`src/rtl/sm_pkg.sv`:
```
`default_nettype none
// ============================================================================
// Module      : sm_pkg
// Description : Shared definitions for the shift-add multiplier scheduler.
//               Holds the 3-bit state encoding and a width helper that
//               never returns less than one bit.
// Ports       : none (package)
// Revision    : 1.0 - initial release
// ============================================================================
package sm_pkg;

    localparam logic [2:0] c_ST_IDLE  = 3'd0;
    localparam logic [2:0] c_ST_LOAD  = 3'd1;
    localparam logic [2:0] c_ST_TEST  = 3'd2;
    localparam logic [2:0] c_ST_ADD   = 3'd3;
    localparam logic [2:0] c_ST_SHIFT = 3'd4;
    localparam logic [2:0] c_ST_DONE  = 3'd5;

    typedef enum logic [2:0] {
        ST_IDLE  = c_ST_IDLE,
        ST_LOAD  = c_ST_LOAD,
        ST_TEST  = c_ST_TEST,
        ST_ADD   = c_ST_ADD,
        ST_SHIFT = c_ST_SHIFT,
        ST_DONE  = c_ST_DONE
    } state_t;

    // ceil(log2(n)), but at least 1 so a single requester still has an id bit
    function automatic int clog2_min1(input int n);
        int r;
        r = 0;
        while ((1 << r) < n) begin
            r = r + 1;
        end
        return (r < 1) ? 1 : r;
    endfunction

endpackage
`default_nettype wire

```
`src/rtl/sm_rr_arbiter.sv`:
```
`default_nettype none
// ============================================================================
// Module      : sm_rr_arbiter
// Description : Round-robin winner selection for the multiplier scheduler.
//               The search starts at the rotating pointer and wraps from
//               NREQ-1 back to 0; the lowest requesting index at or after
//               the pointer wins. The pointer moves to winner+1 on upd.
// Ports       : clk    - clock
//               rst    - asynchronous active-high reset (pointer -> 0)
//               req    - per-requester request vector
//               upd    - accept the current winner and advance the pointer
//               winner - combinational id of the round-robin winner
// Revision    : 1.0 - initial release
// ============================================================================
module sm_rr_arbiter
    import sm_pkg::*;
#(
    parameter  int NREQ = 2,
    localparam int IDW  = clog2_min1(NREQ)
) (
    input  logic              clk,
    input  logic              rst,
    input  logic [NREQ-1:0]   req,
    input  logic              upd,
    output logic [IDW-1:0]    winner
);

    localparam logic [IDW-1:0] c_LAST_ID = IDW'(NREQ - 1);

    logic [IDW-1:0] r_ptr;
    logic           w_found;

    // Two passes: first requesters at/after the pointer, then the wrapped
    // part below it. Constant indices keep the search free of modulo logic.
    always_comb begin
        w_found = 1'b0;
        winner  = '0;
        for (int j = 0; j < NREQ; j++) begin
            if (!w_found && req[j] && (IDW'(j) >= r_ptr)) begin
                w_found = 1'b1;
                winner  = IDW'(j);
            end
        end
        for (int j = 0; j < NREQ; j++) begin
            if (!w_found && req[j]) begin
                w_found = 1'b1;
                winner  = IDW'(j);
            end
        end
    end

    always_ff @(posedge clk or posedge rst) begin
        if (rst) begin
            r_ptr <= '0;
        end else if (upd) begin
            r_ptr <= (winner == c_LAST_ID) ? '0 : winner + IDW'(1);
        end
    end

endmodule
`default_nettype wire

```
`src/rtl/sm_mult_scheduler.sv`:
```
`default_nettype none
// ============================================================================
// Module      : sm_mult_scheduler
// Description : Shares one shift-add sequential multiplier datapath between
//               NREQ requesters. Arbitrates round-robin, steers the operand
//               mux, sequences load/add/shift strobes with a bit counter and
//               emits a one-cycle done pulse tagged with the owner id.
//               All outputs decode from state/owner registers only.
// Ports       : clk     - clock
//               rst     - asynchronous active-high reset
//               req     - per-requester request, held until its gnt bit
//               mr      - multiplier register contents from the datapath
//               gnt     - one-hot grant, only during the LOAD cycle
//               md_sel  - operand mux select (current/last owner id)
//               mdld    - load multiplicand register
//               mrld    - load multiplier register
//               rsclear - clear running sum
//               rsload  - running sum += multiplicand << WIDTH
//               rsshr   - running sum >>= 1
//               busy    - high whenever not idle
//               done    - one-cycle pulse, running sum holds the product
//               done_id - owner id while done, otherwise 0
// Revision    : 1.0 - initial release
// ============================================================================
module sm_mult_scheduler
    import sm_pkg::*;
#(
    parameter  int WIDTH = 4,
    parameter  int NREQ  = 2,
    localparam int IDW   = clog2_min1(NREQ)
) (
    input  logic              clk,
    input  logic              rst,
    input  logic [NREQ-1:0]   req,
    input  logic [WIDTH-1:0]  mr,
    output logic [NREQ-1:0]   gnt,
    output logic [IDW-1:0]    md_sel,
    output logic              mdld,
    output logic              mrld,
    output logic              rsclear,
    output logic              rsload,
    output logic              rsshr,
    output logic              busy,
    output logic              done,
    output logic [IDW-1:0]    done_id
);

    localparam int             CW         = $clog2(WIDTH) + 1;
    localparam logic [CW-1:0]  c_CNT_LAST = CW'(WIDTH - 1);

    state_t          r_state;
    state_t          w_next;
    logic [CW-1:0]   r_cnt;
    logic [IDW-1:0]  r_owner;
    logic [IDW-1:0]  w_win;
    logic            w_arb_upd;
    logic            w_mr_bit;

    sm_rr_arbiter #(
        .NREQ   (NREQ)
    ) u_arb (
        .clk    (clk),
        .rst    (rst),
        .req    (req),
        .upd    (w_arb_upd),
        .winner (w_win)
    );

    // Multiplier bit under test; the datapath never shifts mr, so the
    // counter picks the bit instead.
    always_comb begin
        w_mr_bit = 1'b0;
        for (int i = 0; i < WIDTH; i++) begin
            if (r_cnt == CW'(i)) begin
                w_mr_bit = mr[i];
            end
        end
    end

    always_ff @(posedge clk or posedge rst) begin
        if (rst) begin
            r_state <= ST_IDLE;
        end else begin
            r_state <= w_next;
        end
    end

    // Next state and Moore output decode. w_arb_upd is internal only; no
    // port output depends on req combinationally.
    always_comb begin
        w_next    = r_state;
        w_arb_upd = 1'b0;
        gnt       = '0;
        md_sel    = r_owner;
        mdld      = 1'b0;
        mrld      = 1'b0;
        rsclear   = 1'b0;
        rsload    = 1'b0;
        rsshr     = 1'b0;
        busy      = (r_state != ST_IDLE);
        done      = 1'b0;
        done_id   = '0;
        case (r_state)
            ST_IDLE: begin
                if (|req) begin
                    w_arb_upd = 1'b1;
                    w_next    = ST_LOAD;
                end
            end
            ST_LOAD: begin
                for (int i = 0; i < NREQ; i++) begin
                    gnt[i] = (r_owner == IDW'(i));
                end
                mdld    = 1'b1;
                mrld    = 1'b1;
                rsclear = 1'b1;
                w_next  = ST_TEST;
            end
            ST_TEST: begin
                w_next = w_mr_bit ? ST_ADD : ST_SHIFT;
            end
            ST_ADD: begin
                rsload = 1'b1;
                w_next = ST_SHIFT;
            end
            ST_SHIFT: begin
                rsshr  = 1'b1;
                w_next = (r_cnt == c_CNT_LAST) ? ST_DONE : ST_TEST;
            end
            ST_DONE: begin
                done    = 1'b1;
                done_id = r_owner;
                w_next  = ST_IDLE;
            end
            default: begin
                w_next = ST_IDLE;
            end
        endcase
    end

    // Bit counter: cleared at job start, stops advancing on the last bit
    always_ff @(posedge clk or posedge rst) begin
        if (rst) begin
            r_cnt <= '0;
        end else if (w_arb_upd) begin
            r_cnt <= '0;
        end else if ((r_state == ST_SHIFT) && (r_cnt != c_CNT_LAST)) begin
            r_cnt <= r_cnt + CW'(1);
        end
    end

    always_ff @(posedge clk or posedge rst) begin
        if (rst) begin
            r_owner <= '0;
        end else if (w_arb_upd) begin
            r_owner <= w_win;
        end
    end

endmodule
`default_nettype wire

```
`config.mk`:
```
export PLATFORM = sky130hd
export DESIGN_NAME = sm_mult_scheduler
export DESIGN_NICKNAME = d
export VERILOG_FILES = /design/src/rtl/sm_pkg.sv /design/src/rtl/sm_rr_arbiter.sv /design/src/rtl/sm_mult_scheduler.sv
export SDC_FILE = /design/constraint.sdc
export NUM_CORES = 1
export LEC_CHECK = 0
export BUFFER_PORTS_ARGS = -buffer_cell sky130_fd_sc_hd__buf_4
export CORE_AREA = 3 3 40 42
export CTS_BUF_LIST = sky130_fd_sc_hd__clkbuf_8
export CTS_CLUSTER_DIAMETER = 40
export DETAILED_ROUTE_END_ITERATION = 16
export DIE_AREA = 0 0 43 45
export PLACE_DENSITY = 0.68
export SYNTH_ARGS = -nofsm -noshare
export SYNTH_HDL_FRONTEND = slang
export SYNTH_SLANG_ARGS = --single-unit
```
`constraint.sdc`:
```
create_clock -name clk -period 2.2 [get_ports clk]
set_clock_uncertainty 0.1 [all_clocks]
set_input_delay 0.66 -clock clk [delete_from_list [all_inputs] [get_ports clk]]
set_output_delay 0.66 -clock clk [all_outputs]
set_load 0.1 [all_outputs]
```
* Word-level counts from Yosys, hierarchy flattened
Cells that the tools add are included.
Operators by class: equal/unequal tests 10, add/sub/neg operators 2, reduce and logical (&&, ||, !) cells 14, order comparisons 2, multiplexer cells 25, bitwise logic cells 1
Operator list (count):
- two-way mux 1 bit | 18
- two-way mux 3 bit | 5
- case mux 3 bit (5 select lines) | 1
- == test 3 x 2 -> 1 bit, second input constant | 4
- == test 3 x 1 -> 1 bit, second input constant | 2
- == test 3 bit, second input constant | 2
- logical AND 1 bit | 6
- logical NOT 3 bit | 2
- adder 3 x 1 -> 3 bit, second input constant | 1
- logical NOT 1 bit | 3
- != test 3 x 2 -> 1 bit, second input constant | 1
- nonzero test 3 bit | 1
- >= comparator 1 bit, first input constant | 2
- two-way mux 2 bit | 1
- != test 2 bit, second input constant | 1
- nonzero test 2 bit | 1
- OR reduction 2 bit | 1
- adder 1 bit, second input constant | 1
- inverter 1 bit | 1
Storage, ports and cells: input bits 8, flip-flop bits (word level) 8, output and inout port bits 11

* Logic depth before layout (Yosys ltp)
Gate-level depths: netlist (run 1).
word-level depth 15, depth in mapped cells 7, depth with buffers taken out 6

* Modules after synthesis
Synthesis (run 1) repeated with hierarchy kept, for this count alone.
Second synthesis, totals: cell total of the unflattened synthesis 66, area total of the unflattened synthesis 636.9 µm²
By module, submodules not included:
- sm_mult_scheduler | times used 1, cells each 60, area each 576.8 µm²
- sm_rr_arbiter | times used 1, cells each 6, area each 60.1 µm²

* Worst setup path after synthesis (run 1)
OpenSTA, ideal clock, no wires.
path kind reg2out, start register r_state[2], end output port done_id, stages on the path, launching flop included 4, buffers on the path 0, slack -2076 ps, required time 1440 ps, arrival 3516 ps, cell sequence dfrtp_1 -> inv_1 -> nor3_1 -> and2_1
On the way: word-level cells in the longest chain between the ends 2
RTL lines:
- from (decl) | RTL line sm_mult_scheduler.sv:51 | state_t r_state;
- from (signal assigned) | RTL line sm_mult_scheduler.sv:84 | r_state <= w_next;
- == test 3 bit | RTL line sm_mult_scheduler.sv:103 | case (r_state)
- two-way mux 1 bit | RTL line sm_mult_scheduler.sv:103
- to (decl) | RTL line sm_mult_scheduler.sv:45 | output logic [IDW-1:0] done_id
No other way between the ends.

* Worst setup path in the final report (run 1)
start register r_state[1], end output port gnt[0]
On the way: word-level cells in the longest chain between the ends 2
RTL lines:
- == test 3 x 1 -> 1 bit | RTL line sm_mult_scheduler.sv:103
- two-way mux 2 bit | RTL line sm_mult_scheduler.sv:103
- to (decl) | RTL line sm_mult_scheduler.sv:36 | output logic [NREQ-1:0] gnt,
No other way between the ends.

==> results of run 1 <==
## sequential cells by signal, summed over array words and instances (netlist names)
name / flops
r_cnt: 3
u_arb.r_ptr: 1
r_state: 3
md_sel: 1
## timing repair
item                       CTS  global route
resized for setup           11             6
setup endpoints to repair    6             8
buffers inserted             0             2
pin swaps                    0             2
## worst reg2reg max path, stage by stage (launching register included)
cell     delay [ps]
dfrtp_1         390
ha_1            200
ha_1            250
or4b_1          630
xnor2_1         220
nor2_1           50
## layer usage
layer | global-route usage, % | wire length [um] | vias up | share of wire [%]
li1 | - | - | 269 | -
met1 | 21.1 | 589 | 254 | 45
met2 | 27.2 | 677 | 10 | 51
met3 | 1.20 | 48 | 2 | 3.6
met4 | 7.23 | 8 | 0 | 0.60
met5 | 0 | 0 | - | 0
## placed cells by master, fill, tap and decap left out, types with 2 or more instances in the layout
cell,count
buf_4,21
dfrtp_1,8
inv_1,6
a21oi_1,5
nor2_1,5
ha_1,5
clkbuf_8,3
buf_12,3
inv_2,2
nor2b_1,2
nand2_1,2
and3_1,2
a31oi_1,2
nor2_4,2
and2_4,2
## through the flow
| stage | area [sq um] | setup slack [ps] | std cells |
|---|---|---|---|
| floorplan | 596 | -357 | 63 |
| global placement | 759 | 145 | 99 |
| detailed placement | 759 | 120 | 99 |
| CTS | 848 | 5.70 | 102 |
| global route | 882 | -26.7 | 104 |
| finish | 882 | 3.17 | 104 |
## cell type report
type	count	area, sq um	area share [%]
clock buffer	3	41.3	4.68
multi-input combinational	43	340	38.6
inverter	9	37.5	4.26
tap	15	18.8	2.13
sequential	8	200	22.7
timing repair buffer	26	244	27.7
## worst max path at each step
stage / from / end / slack, ps / cells past startpoint
after floorplan: r_state[2] / done_id / -360 / 3
after global placement: r_state[0] / gnt[1] / 140 / 5
after detailed placement: r_state[0] / gnt[1] / 120 / 5
after CTS: r_state[0] / gnt[0] / 6 / 5
after global routing: r_state[1] / gnt[0] / -30 / 4
final: r_state[1] / gnt[0] / 3 / 4
## kinds of logic (layout without fill, tap and decap cells)
kind of cell             count (synthesis)  after routing  synth area share, %
buffers and inverters                   12             38                 9.77
flip-flops                               8              8                 36.4
AND/OR/NAND/NOR                         23             23                 22.5
XOR/XNOR                                 1              1                 1.59
multiplexers                             1              1                 1.82
AO/OA/AOI/OAI                           13             13                 16.6
adder cells (fa/ha/maj)                  5              5                 11.4
==> flow_summary.ini, run 1 <==
[run_status]
status = finished, final reports clean

[setup_path]
cp_max_fo = 2
critPathRequiredTime_ps = 1440
reg2reg_from = r_cnt[0]
end_kind = output port
reg2reg_setup_slack_ps = 230
crit_slowest_cell = or3_4
timing.rr.end = r_cnt[0]
rr_worst_depth = 5
slowest_delay_ps = 400
path_buf_inv = 2
path_delay_family = simple AND/OR/NAND/NOR gates
worstSetupPathType = flip-flop to output port
arrival_ps = 1440
cp-start-kind = flip-flop
crit_chain = or3_4 > buf_4 > nor2_4 > buf_12

[global_route]
grt_pass1_wl_um = 2340
grt_pass1_vias = 546
grt_max_degree = 9
antenna_found_initial = 0
grt.total_usage_pct = 16.1
overflow = 0

[synth]
synth_top_area_cell = dfrtp_1
synthCells = 63
synth_commonest_cells = inv_1, dfrtp_1, nor2_1
synth_edf_count = 0
yosys.cell_count.top_type = inv_1
synth_area_sq_um = 551
ys_seq_area_share_pct = 36.4
ys_seq_elements = 8
syn-num-nets = 76
synth_cell_types = 27
synth_ff_type = dfrtp_1
yosysWarnings = 0
synth_area_leaders = dfrtp_1, ha_1, inv_1
syn_avg_cell_area_sq_um = 8.74
synth_top_area_share_pct = 36.4
synth_async_sr_flop_share_pct = 100

[routing]
wl_per_cell_um = 12.7
drc = 0
detail-route-antenna-nets = 0
drtIter0Drc = 6
drt_wl_total_um = 1320
detail_route.first_pass.iterations = 3
vias_per_cell = 5.14
vias = 535

[sta]
rsz0062_at_grt = true
max-slew-margin-rel_pct = 78.8
fin_tns_setup_ps = 0
slew_violations = 0
period_minus_slack_ps = 2200
hold_slack_ps = 277
worstMarginPinSlew_ps = 317
setup_viol = 0
clock.fmax_mhz = 455
post-route-period-util_pct = 99.9
hold_viol = 0

[clock_tree]
clkTransAtPathRegs_ps = 40
cts-root-buf = clkbuf_8
cts_tree = done
cts_buffers = 3
hold_buffers = 0
clock_sinks = 8
clk_path_buf_depth = 2
cts_htree_levels = 1
clk_latency_ps = 220

[floorplanning]
dieHeight_um = 45
coreArea_sq_um = 1280
num_rows = 13
die_w_um = 43
initial_core_util_pct = 42.8
io_pins = 19
die_area_sq_um = 1940

[final_layout]
syn_to_final_growth_pct = 60.2
utilization_pct = 68.6
nets = 104
antenna_cells = 0
post_route_cells_drive_above_1_share_pct = 47.2
fill_cells = 105

[min_path]
hold_path_class = input port to asynchronous set/reset pin

[run]
drv_cap = 0

[placed_design]
dp_hpwl_um = 1020
gp_congestion = 0.728
port_buffers = 18
Power of run 1 is not shown: default switching activity piles up to over one toggle a cycle in this logic, so the estimate is an artifact.
==> run 2, diff against run 1 <==
==> constraint.sdc (replaced) <==
create_clock -name clk -period 2.8 [get_ports clk]
set_clock_uncertainty 0.1 [all_clocks]
set_input_delay 0.84 -clock clk [delete_from_list [all_inputs] [get_ports clk]]
set_output_delay 0.84 -clock clk [all_outputs]
set_load 0.1 [all_outputs]
==> run 2 against run 1 <==
Net effect:
- worst hold slack better by 110 ps
- critical path depth up 1
- routed wire length down 12%
- via count down 9.7%
- final area down 16%
- sequential share of layout area up 4.2 points
- flip-flop and latch count unchanged
- global-route usage down 1.1 points
- clock-buffer cell count unchanged
- register-to-register slack better by 600 ps
- utilization down 11 points
- die area unchanged
- critical path type unchanged
- critical endpoint is now gnt[1]
- highest routed layer unchanged
==> flow_summary.ini, run 2 (synthesized netlist as in run 1, its figures left out) <==
[run_status]
status = finished, final reports clean

[clock_tree]
clk_latency_ps = 220
postCtsSetupRepairBufs = 0
hold_buffers = 0
cts_buffers = 3
clk_path_buf_depth = 2
cts-resized-gates = 0
cts-root-buf = clkbuf_8
clock_sinks = 8
cts_htree_levels = 1
cts_tree = done
clkTransAtPathRegs_ps = 40

[placed_design]
dp_hpwl_um = 942
pre_cts_ws_ps = 387
gp_congestion = 0.758
port_buffers = 18

[sta]
max-slew-margin-rel_pct = 60.0
hold_slack_ps = 391
slew_violations = 0
hold_viol = 0
period_minus_slack_ps = 2650
clock.fmax_mhz = 378
setup_slack_ps = 153
post-route-period-util_pct = 94.5
worstMarginPinSlew_ps = 596
rsz0062_at_grt = false
setup_viol = 0

[floorplanning]
coreArea_sq_um = 1280
die_area_sq_um = 1940
dieHeight_um = 45
io_pins = 19
num_rows = 13
initial_core_util_pct = 42.8
die_w_um = 43

[setup_path]
reg2reg_from = r_cnt[1]
reg2reg_setup_slack_ps = 830
critPathRequiredTime_ps = 1860
rr_worst_depth = 5
cp-start-kind = flip-flop
worstSetupPathType = flip-flop to output port
arrival_ps = 1710
timing.rr.end = r_cnt[1]
cp_max_fo = 5
end_kind = output port

[final_layout]
antenna_cells = 0
syn_to_final_growth_pct = 35.2
fill_cells = 133
nets = 96
reg.largest.list = r_cnt: 3 flops, r_state: 3 flops
post_route_cells_drive_above_1_share_pct = 34.6
layout_common_cells = buf_4, inv_1, dfrtp_1
layout_commonest_cell = buf_4

[routing]
drt_wl_total_um = 1160
drc = 0
wl_per_cell_um = 12.1
vias = 483
detail_route.first_pass.iterations = 2
detail-route-antenna-nets = 0
drtIter0Drc = 2
vias_per_cell = 5.03

[global_route]
grt.total_usage_pct = 15.0
grt_pass1_wl_um = 2130
overflow = 0
grt_max_degree = 9
antenna_found_initial = 0
grt_pass1_vias = 467

[min_path]
hold_depth = 1
hold_end = u_arb.r_ptr
hold_path_class = flip-flop to flip-flop
hp-start = u_arb.r_ptr

[run]
drv_cap = 0
## run 2: cell types whose count changed in the layout (fill, tap and decap cells not counted), moves of 2 or more
cell / change
inv_2: -2
nor2_4: -2
inv_1: +2
buf_12: -3
and2_4: -2
buf_4: -3
## run 2: worst max path at each step
stage / depth (start not counted) / slack, ps / from / to
2_1_floorplan: 3 / -280 / r_state[0] / done_id
5_1_grt: 5 / 80 / r_state[0] / gnt[1]
3_5_place_dp: 5 / 390 / r_state[0] / gnt[1]
6_report: 5 / 150 / r_state[0] / gnt[1]
4_1_cts: 5 / 150 / r_state[0] / gnt[1]
3_3_place_gp: 5 / 430 / r_state[0] / gnt[1]
## run 2: through the flow
stage | cells | util (%) | cell area (sq um) | TNS [ps]
detailed placement | 93 | 54.7 | 703 | 0
global placement | 93 | 54.7 | 703 | 0
global route | 96 | 57.9 | 744 | 0
CTS | 96 | 57.9 | 744 | 0
finish | 96 | 57.9 | 744 | 0
floorplan | 63 | - | 569 | -453
## run 2: cell type report
cell class	count	area (sq um)	area share (%)
inverter	9	37.5	5.04
sequential	8	200	26.9
clock buffer	3	41.3	5.55
timing repair buffer	18	135	18.2
tap	15	18.8	2.52
multi-input combinational	43	312	41.8
## run 2: routing by layer
metal  global-route usage [%]  vias to the layer above  part of all wire [%]
met3                     1.20                        2                   4.6
met2                     20.1                        9                    45
met1                     21.8                      221                    48
met4                     12.7                        0                   1.9
li1                         -                      251                     -
met5                        0                        -                     0
## run 2: worst max-delay path: stages (launching register included)
cell        delay (ps)
dfrtp_1            380
inv_1              110
or3_1              460
clkinvlp_4         120
and2_2             130
buf_4              280
Power of run 2 is left out for the same reason.
==> run 3, diff against run 2 <==
--- a/config.mk
+++ b/config.mk
@@ -12,6 +12,7 @@
 export DETAILED_ROUTE_END_ITERATION = 16
 export DIE_AREA = 0 0 43 45
 export PLACE_DENSITY = 0.68
+export REMOVE_ABC_BUFFERS = 1
 export SYNTH_ARGS = -nofsm -noshare
 export SYNTH_HDL_FRONTEND = slang
 export SYNTH_SLANG_ARGS = --single-unit
==> run 3 against run 2 <==
Net effect:
- final area shrank 1.5%
- utilization shrank 0.88 points
- non-clock buffer count grew 1
- worst hold slack lost 11 ps
- register-to-register slack is essentially flat
- flip-flop and latch count is the same
- first-iteration DRC count grew to 5.0 times the previous value
- critical path type unchanged
- critical endpoint unchanged
==> flow_summary.ini, run 3 (synthesized netlist as in run 1, its figures left out) <==
[routing]
drt_wl_total_um = 1090
vias = 485
drtIter0Drc = 10
drc = 0
wl_per_cell_um = 11.2
vias_per_cell = 5.00
detail_route.first_pass.iterations = 4
detail-route-antenna-nets = 0

[sta]
clock.fmax_mhz = 386
slew_violations = 0
hold_viol = 0
setup_viol = 0
period_minus_slack_ps = 2590
fin_tns_setup_ps = 0
post-route-period-util_pct = 92.5
setup_slack_ps = 211
hold_slack_ps = 380
max-slew-margin-rel_pct = 77.4
worstMarginPinSlew_ps = 339
rsz0062_at_grt = false

[setup_path]
end_kind = output port
critPathLaunch = r_state[0]
worstSetupPathType = flip-flop to output port
reg2reg_setup_slack_ps = 820
arrival_ps = 1650
critPathRequiredTime_ps = 1860
cp-start-kind = flip-flop
reg2reg_from = r_cnt[1]
cp_max_fo = 5
rr_worst_depth = 5

[final_layout]
layout.cells.non_filler = 97
post_route_cells_drive_above_1_share_pct = 30.5
antenna_cells = 0
reg.largest.list = r_cnt: 3 flops, r_state: 3 flops
nets = 97
layout_commonest_cell = buf_4
layout_common_cells = buf_4, inv_1, dfrtp_1
syn_to_final_growth_pct = 33.2
fill_cells = 129

[floorplanning]
initial_core_util_pct = 42.8
die_w_um = 43
dieHeight_um = 45
io_pins = 19
die_area_sq_um = 1940
num_rows = 13
coreArea_sq_um = 1280

[placed_design]
dp_hpwl_um = 898
placed_cells = 94
pre_cts_ws_ps = 449
gp_congestion = 0.763
port_buffers = 18

[global_route]
grt_pass1_vias = 471
grt.total_usage_pct = 13.1
overflow = 0
antenna_found_initial = 0
grt_max_degree = 9
grt_pass1_wl_um = 1910

[run_status]
status = finished, final reports clean

[clock_tree]
clkTransAtPathRegs_ps = 40
cts-root-buf = clkbuf_8
postCtsSetupRepairBufs = 0
cts_tree = done
cts_buffers = 3
clk_latency_ps = 220
cts_htree_levels = 1
hold_buffers = 0
clock_sinks = 8
clk_path_buf_depth = 2
cts-resized-gates = 0

[min_path]
hp-start = u_arb.r_ptr
hold_depth = 1
hold_path_class = flip-flop to flip-flop

[run]
drv_cap = 0
[run 3: layer usage]
metal | track usage (%) | part of all wire [%]
met2 | 18.9 | 43
met4 | 7.23 | 1.6
met5 | 0 | 0
met3 | 2.39 | 5.1
met1 | 18.7 | 50
[run 3: path summary, 6_finish.rpt]
check                              end
setup / recovery                gnt[1]
hold / removal             u_arb.r_ptr
setup reg to reg              r_cnt[0]
hold reg to reg            u_arb.r_ptr
max in group asynchronous  u_arb.r_ptr
min in group asynchronous     r_cnt[2]
[run 3: per-stage QoR]
step / cell area, sq um / util [%]
after floorplan: 531 / -
after global placement: 692 / 53.8
after detailed placement: 692 / 53.8
after CTS: 733 / 57.1
after global routing: 733 / 57.1
final: 733 / 57.1
[run 3: worst max-delay path: stages (launching register included)]
cell and delay (ps):
dfrtp_1 370, inv_1 80, or3_1 410, inv_1 140, and2_1 140, buf_4 280
[run 3: final cells by class]
type / count / area (sq um) / share of cell area (%)
multi-input combinational: 43 / 297 / 40.4
timing repair buffer: 19 / 143 / 19.5
clock buffer: 3 / 41.3 / 5.63
inverter: 9 / 33.8 / 4.61
sequential: 8 / 200 / 27.3
tap: 15 / 18.8 / 2.56
Power of run 3 is left out for the same reason.
